<file path="src/rtl/seq_detect_param.sv">
// Serial pattern detector: flags every occurrence of PATTERN (MSB first) in a qualified bit stream.
// Latency: out is registered, high the cycle after the edge that samples the final pattern bit.
// Backpressure: none; in_valid=0 holds all state, and one bit per clock is accepted with no bubbles.
// Optional macro SEQ_DETECT_PARAM_COUNT_EN compiles in the saturating match counter (match_cnt, cnt_sat, clr_cnt).
module seq_detect_param #(
  parameter int               PAT_W   = 4,
  parameter logic [PAT_W-1:0] PATTERN = 4'b1010,
  parameter int               CNT_W   = 8
) (
  input  logic             clk,
  input  logic             rst,
  input  logic             in_valid,
  input  logic             in_bit,
  input  logic             overlap,
  input  logic             clr_cnt,
  output logic             out,
  output logic [CNT_W-1:0] match_cnt,
  output logic             cnt_sat
);

  localparam int            FW   = $clog2(PAT_W + 1);
  localparam logic [FW-1:0] FULL = FW'(PAT_W);

  // FILLING while hist holds fewer than PAT_W valid bits, ARMED once it is full.
  typedef enum logic {
    FILLING = 1'b0,
    ARMED   = 1'b1
  } state_t;

  state_t           state, state_nx;
  logic [PAT_W-1:0] hist, hist_nx, hist_d;
  logic [FW-1:0]    fill, fill_d;
  logic             hit;

  // Next history, fill level, FSM state and match decision for the current bit.
  always_comb begin
    hist_nx  = {hist[PAT_W-2:0], in_bit};
    hist_d   = hist;
    fill_d   = fill;
    state_nx = state;
    hit      = 1'b0;
    if (in_valid) begin
      hist_d = hist_nx;
      fill_d = (state == ARMED) ? FULL : fill + 1'b1;
      hit    = (fill_d == FULL) && (hist_nx == PATTERN);
      // Non-overlapping mode discards the matched bits so the next match needs PAT_W fresh bits.
      if (hit && !overlap) begin
        fill_d = '0;
      end
      state_nx = (fill_d == FULL) ? ARMED : FILLING;
    end
  end

  // Detector state and the registered match strobe; reset drops any partial match.
  always_ff @(posedge clk) begin
    if (rst) begin
      state <= FILLING;
      hist  <= '0;
      fill  <= '0;
      out   <= 1'b0;
    end else begin
      state <= state_nx;
      hist  <= hist_d;
      fill  <= fill_d;
      out   <= hit;
    end
  end

`ifdef SEQ_DETECT_PARAM_COUNT_EN
  localparam logic [CNT_W-1:0] CNT_MAX = '1;

  // Saturating match counter; a clear in the same cycle as a hit wins and the hit is not counted.
  always_ff @(posedge clk) begin
    if (rst || clr_cnt) begin
      match_cnt <= '0;
      cnt_sat   <= 1'b0;
    end else if (hit && (match_cnt != CNT_MAX)) begin
      match_cnt <= match_cnt + 1'b1;
      if (match_cnt == CNT_MAX - 1'b1) begin
        cnt_sat <= 1'b1;
      end
    end
  end
`else
  logic unused_clr;

  assign match_cnt  = '0;
  assign cnt_sat    = 1'b0;
  assign unused_clr = clr_cnt;
`endif

endmodule

</file>
<file path="config.mk">
export PLATFORM = sky130hd
export DESIGN_NAME = seq_detect_param
export DESIGN_NICKNAME = d
export VERILOG_FILES = /design/src/rtl/seq_detect_param.sv
export SDC_FILE = /design/constraint.sdc
export NUM_CORES = 1
export LEC_CHECK = 0
export ABC_AREA = 1
export CORE_AREA = 2 2 47 49
export CTS_CLUSTER_DIAMETER = 120
export DETAILED_ROUTE_END_ITERATION = 10
export DIE_AREA = 0 0 49 51
export DONT_BUFFER_PORTS = 1
export SLEW_MARGIN = 20
export SYNTH_ARGS = -nofsm -noshare
export SYNTH_HDL_FRONTEND = slang
export SYNTH_SLANG_ARGS = --single-unit
</file>
<file path="constraint.sdc">
create_clock -name clk -period 3 [get_ports clk]
set_input_delay 0.3 -clock clk [delete_from_list [all_inputs] [get_ports clk]]
set_output_delay 0.3 -clock clk [all_outputs]
set_load 0.01 [all_outputs]
</file>
==> qor.yml, run 1 <==
run_status:
  status: "finished, final reports clean"
routing:
  wirelength_microns: 718
  drtIter0Drc: 0
  final_antenna_net_count: 0
  vias: 328
  route.detailed.drc: 0
  drtPass1Iterations: 1
  avgViaCountPerCell: 3.770
  routedWlPerCell_microns: 8.253
sta:
  slew_violations: 0
  hold_viol: 0
  rsz0062_at_grt: "no"
  tns_ns: 0
  layout_worst_path_cycle_share_pct: 39.50
  layout_min_cycle_time_ns: 1.185
  setup_viol: 0
  fmax_ghz: 0.8438
  finClkSkew_ns: 0.001462
finish:
  fill_cells: 242
  nets: 68
  diodes: 0
  design_area_sq_um: 475.5
  utilization_pct: 23.04
  area_delta_synth_final_pct: 4.396
  layout-drive-gt1-share_pct: 22.03
worst_setup_path:
  reg2regPathDepth: 5
  cp_cell_sequence: "ha_1 -> o21bai_4 -> nand3_2 -> nand2_1 -> a21oi_2"
  worst_r2r_endpoint: "fill[2]"
  critical_path.endpoint: "fill[2]"
  worstPathArrival_ns: 1.33
  r2r-start: "fill[0]"
  required_ns: 3.14
  path_max_fanout: 3
  r2r_slack_ns: 1.81
  crit_buf_inv: 0
  critPathKind: "register to register"
  cp_num_cells: 5
  crit_start: "fill[0]"
  crit_family: "adder cells"
  cpPeakStageDelay_ns: 0.33
  cp-end-kind: "register"
  cp-start-kind: "register"
  slowest_stage: "ha_1"
cts:
  clock-root-buffer: "clkbuf_4"
  cts_sinks: 8
  cts_hold_buf: 0
  cts_buffers: 3
  clk_pin_slew_ns: 0.05
  clkLatencyLatePin_ns: 0.25
  post_cts_buffers: 0
  clk_path_buf_depth: 2
  cts_resized: 0
  cts-htree-levels: 1
  cts_tree: "done"
yosys:
  yosysUniqueCellTypes: 17
  yosysSeqAreaShare_pct: 35.16
  synth.area.top_cells: "dfxtp_1 (35%), buf_4 (15%), nand3_2 (6.6%), inv_1 (6.6%), nand2_1 (5.8%)"
  synth_edf_count: 0
  ys.flop_type: "dfxtp_1"
  synthArstFlopShare_pct: 0
  netlist_instances: 57
  ys.warnings.count: 0
  synthTopCellsByCount: "buf_4 (9), dfxtp_1 (8), inv_1 (8)"
  synth.most_common_cell: "buf_4"
  yosysTopAreaCellShare_pct: 35.16
  synth-seq-cells: 8
  synth_top_area_cell: "dfxtp_1"
  netlist_area_sq_um: 455.4
  synth_area_per_cell_sq_um: 7.990
global_route:
  track_usage_pct: 6.419
  antenna_found_initial: 0
  grt_pass1_vias: 305
  grt_pass1_wl_microns: 1186
  grt_remaining_overflow: 0
  grt_max_degree: 8
hold_path:
  hold_start: "rst"
  hp-class: "input port to register"
floorplanning:
  design.die.area_sq_mm: 0.002499
  ios: 16
  start_util_pct: 22.07
  die_y_microns: 51
  die_w_microns: 49
  core.rowCount: 17
  core_sq_mm: 0.002063
placed_design:
  place_congestion: 0.7236
  place_area_sq_um: 452.9
  hpwl_microns: 585.1
  numPortBuffers: 0
power_and_ir_drop:
  vdd_ir_drop_max_mv: 0.1858
  power_density_mw_per_mm2: 469.5
  p_leak_nw: 0.2008
job:
  maxCapViolations: 0
==> worst register-to-register path: cells and delay by family, from the launching register on <==
| family | cells | cell delay, ns |
|---|---|---|
| and+or+nand+nor | 2 | 0.20 |
| adders and majority gates | 1 | 0.33 |
| DFF | 1 | 0.31 |
| AOI/OAI and AO/OA | 2 | 0.24 |
==> state kept, by name, indices dropped and copies added, names as in the netlist <==
signal / flops
fill: 3
hist: 3
out: 1
state: 1
==> worst min path at each step <==
stage,to,cells past startpoint,slack (ns)
after detailed placement,fill[2],1,0.36
after global placement,fill[2],1,0.36
after CTS,fill[2],1,0.10
after floorplan,fill[2],1,0.36
after global routing,fill[2],1,0.09
final,fill[2],1,0.11
==> cell families after synthesis <==
family,count (synthesis),synth area share (%)
AOI/OAI and AO/OA,13,20.60
adders and majority gates,1,2.747
buffers and inverters,19,23.35
DFF,8,35.16
other,1,0.8234
and+or+nand+nor,15,17.31
==> stage by stage <==
step                      hold slack [ns]  cells   power, W  setup slack, ns
after floorplan                    0.3624     65  0.0001505            1.869
after global placement             0.3639     84  0.0001450            1.830
after detailed placement           0.3647     84  0.0001459            1.814
after CTS                          0.1034     87  0.0002265            1.805
after global routing              0.09448     87  0.0002387            1.745
final                              0.1077     87  0.0002232            1.815
==> metal layers <==
layer  global-route usage [%]  share of wire, %  vias to the layer above
met5                        0                 0                        -
met4                    2.857                 0                        0
met3                    3.801               9.3                        0
met2                    11.19                48                       12
met1                    6.104                43                      149
li1                         -                 -                      167
==> placed cells by master (no fill, tap or decap) <==
cell,netlist,layout
nor2_1,3,3
o21ai_0,4,4
a21oi_1,5,5
clkinv_2,1,1
ha_1,1,1
clkbuf_4,0,3
inv_2,1,1
a211oi_2,1,1
nand2_2,1,1
dfxtp_1,8,8
o21bai_4,1,1
a21oi_2,2,2
nand3_2,3,3
conb_1,1,9
inv_1,8,8
nand2_1,7,7
nand3_1,1,1
==> power breakdown <==
| group | switching (W) | internal [W] | total [W] |
|---|---|---|---|
| logic | 0.0000197 | 0.00000938 | 0.0000291 |
| clock network | 0.0000341 | 0.0000456 | 0.0000797 |
| registers | 0.00000261 | 0.000112 | 0.000114 |
==> cell type report <==
type	instances	area, sq um	area share [%]
multi-input combinational	38	219.0	46.05
inverter	10	38.79	8.158
clock buffer	3	22.52	4.737
sequential	8	160.2	33.68
tap	28	35.03	7.368
Note: power is estimated with default switching activity, not from simulation.
==> run 2: changes to the inputs <==
==> constraint.sdc (replaced) <==
create_clock -name clk -period 1.1 [get_ports clk]
set_input_delay 0.11 -clock clk [delete_from_list [all_inputs] [get_ports clk]]
set_output_delay 0.11 -clock clk [all_outputs]
set_load 0.01 [all_outputs]
==> qor.yml, run 2 (synthesis results as in run 1) <==
run_status:
  status: "finished, final reports clean"
floorplanning:
  core.rowCount: 17
  ios: 16
  core_sq_mm: 0.002063
  start_util_pct: 22.07
  die_w_microns: 49
  die_y_microns: 51
  design.die.area_sq_mm: 0.002499
placed_design:
  place_congestion: 0.7066
  numPortBuffers: 0
  hpwl_microns: 568.8
  pre_cts_ws_ns: -0.03296
  dp_cells: 84
worst_setup_path:
  required_ns: 1.24
  critPathKind: "register to register"
  path_max_fanout: 3
  worstPathArrival_ns: 1.22
  cp-start-kind: "register"
  cp-end-kind: "register"
finish:
  stdcell_count: 90
  final_common_cell: "conb_1"
  layout-drive-gt1-share_pct: 27.42
  area_delta_synth_final_pct: 13.74
  nets: 71
  top_regs: "fill: 3 flops, hist: 3 flops"
  diodes: 0
  mostFrequentLayoutCells: "conb_1 (9), inv_1 (8), nand2_1 (7)"
  utilization_pct: 25.11
sta:
  whs_ns: 0.009153
  finClkSkew_ns: 0.001962
  rsz0062_at_grt: "yes"
  setup_ws_ns: 0.01653
  layout_min_cycle_time_ns: 1.083
  hold_viol: 0
  slew_violations: 0
  fmax_ghz: 0.9230
  layout_worst_path_cycle_share_pct: 98.50
  setup_viol: 0
routing:
  final_antenna_net_count: 0
  drtIter0Drc: 8
  drtPass1Iterations: 2
  route.detailed.drc: 0
  avgViaCountPerCell: 3.733
  routedWlPerCell_microns: 8.544
  wirelength_microns: 769
  vias: 336
power_and_ir_drop:
  vdd_ir_drop_max_mv: 0.5944
  seqPwrFrac_pct: 49.3
  power_density_mw_per_mm2: 1240
  power_w: 0.0006421
  p_sw_w: 0.0001706
  p_leak_nw: 0.2130
  switching_share_pct: 26.57
  p_int_w: 0.0004715
  power_frac_clock_pct: 35.3
  p_comb_share_pct: 15.4
cts:
  cts_sinks: 8
  clk_path_buf_depth: 2
  clkLatencyLatePin_ns: 0.25
  cts-htree-levels: 1
  clock-root-buffer: "clkbuf_4"
  cts_tree: "done"
  clk_pin_slew_ns: 0.06
  cts_buffers: 3
global_route:
  grt_remaining_overflow: 0
  antenna_found_initial: 0
  grt_pass1_wl_microns: 1324
  grt_max_degree: 8
  track_usage_pct: 6.918
  grt_pass1_vias: 323
hold_path:
  hp-class: "input port to register"
job:
  maxCapViolations: 0
-- run 2: cell types whose count changed in the layout (fill, tap and decap cells not counted), sizes merged --
| cell | before | now |
|---|---|---|
| buf | 0 | 1 |
| dlygate4sd3 | 0 | 2 |
-- run 2: final timing paths --
path,start,end,slack [ns],cells past startpoint
setup / recovery,fill[0],fill[2],0.02,5
hold / removal,in_bit,hist[0],0.009,2
setup reg to reg,fill[0],fill[2],0.02,5
hold reg to reg,hist[1],hist[1],0.49,2
-- run 2: worst max-delay path: stages (launching register included) --
cell	delay [ns]
dfxtp_2	0.33
ha_4	0.24
o21bai_4	0.15
nand3_2	0.11
nand2_1	0.09
a21oi_2	0.05
-- run 2: power by group through the flow --
stage | clock, W | sequential [W] | combinational (W)
floorplan | 0 | 0.000319 | 0.0000989
global placement | 0 | 0.000321 | 0.0000827
detailed placement | 0 | 0.000321 | 0.0000863
CTS | 0.000237 | 0.000317 | 0.0000942
global route | 0.000248 | 0.000318 | 0.000113
finish | 0.000227 | 0.000316 | 0.0000989
-- run 2: repair_timing --
action | in CTS | in global routing
gates resized for setup | 2 | 0
pin swaps | 1 | 0
hold endpoints to repair | 5 | 0
endpoints found under the setup margin | 2 | 2
hold buffers | 2 | 0
buffers inserted | 0 | 1
-- run 2: per-stage QoR --
| stage | cell area [sq um] | setup TNS [ns] |
|---|---|---|
| finish | 518.0 | 0 |
| global route | 518.0 | -0.1175 |
| CTS | 510.5 | 0 |
| detailed placement | 465.4 | -0.05827 |
| global placement | 465.4 | -0.03918 |
| floorplan | 498.0 | 0 |
-- run 2: routing by layer --
| layer | wire length [microns] | GRT usage, % |
|---|---|---|
| met5 | 0 | 0 |
| met4 | 0 | 5.714 |
| met3 | 37 | 1.170 |
| met2 | 398 | 10.96 |
| met1 | 333 | 8.244 |
-- run 2: final cells by class --
cell class                      count  area (sq um)
Clock buffer                        3         22.52
Fill cell                         233          1545
Inverter                           10         38.79
Multi-Input combinational cell     38         231.5
Sequential cell                     8         162.7
Tap cell                           28         35.03
Timing Repair Buffer                3         27.53
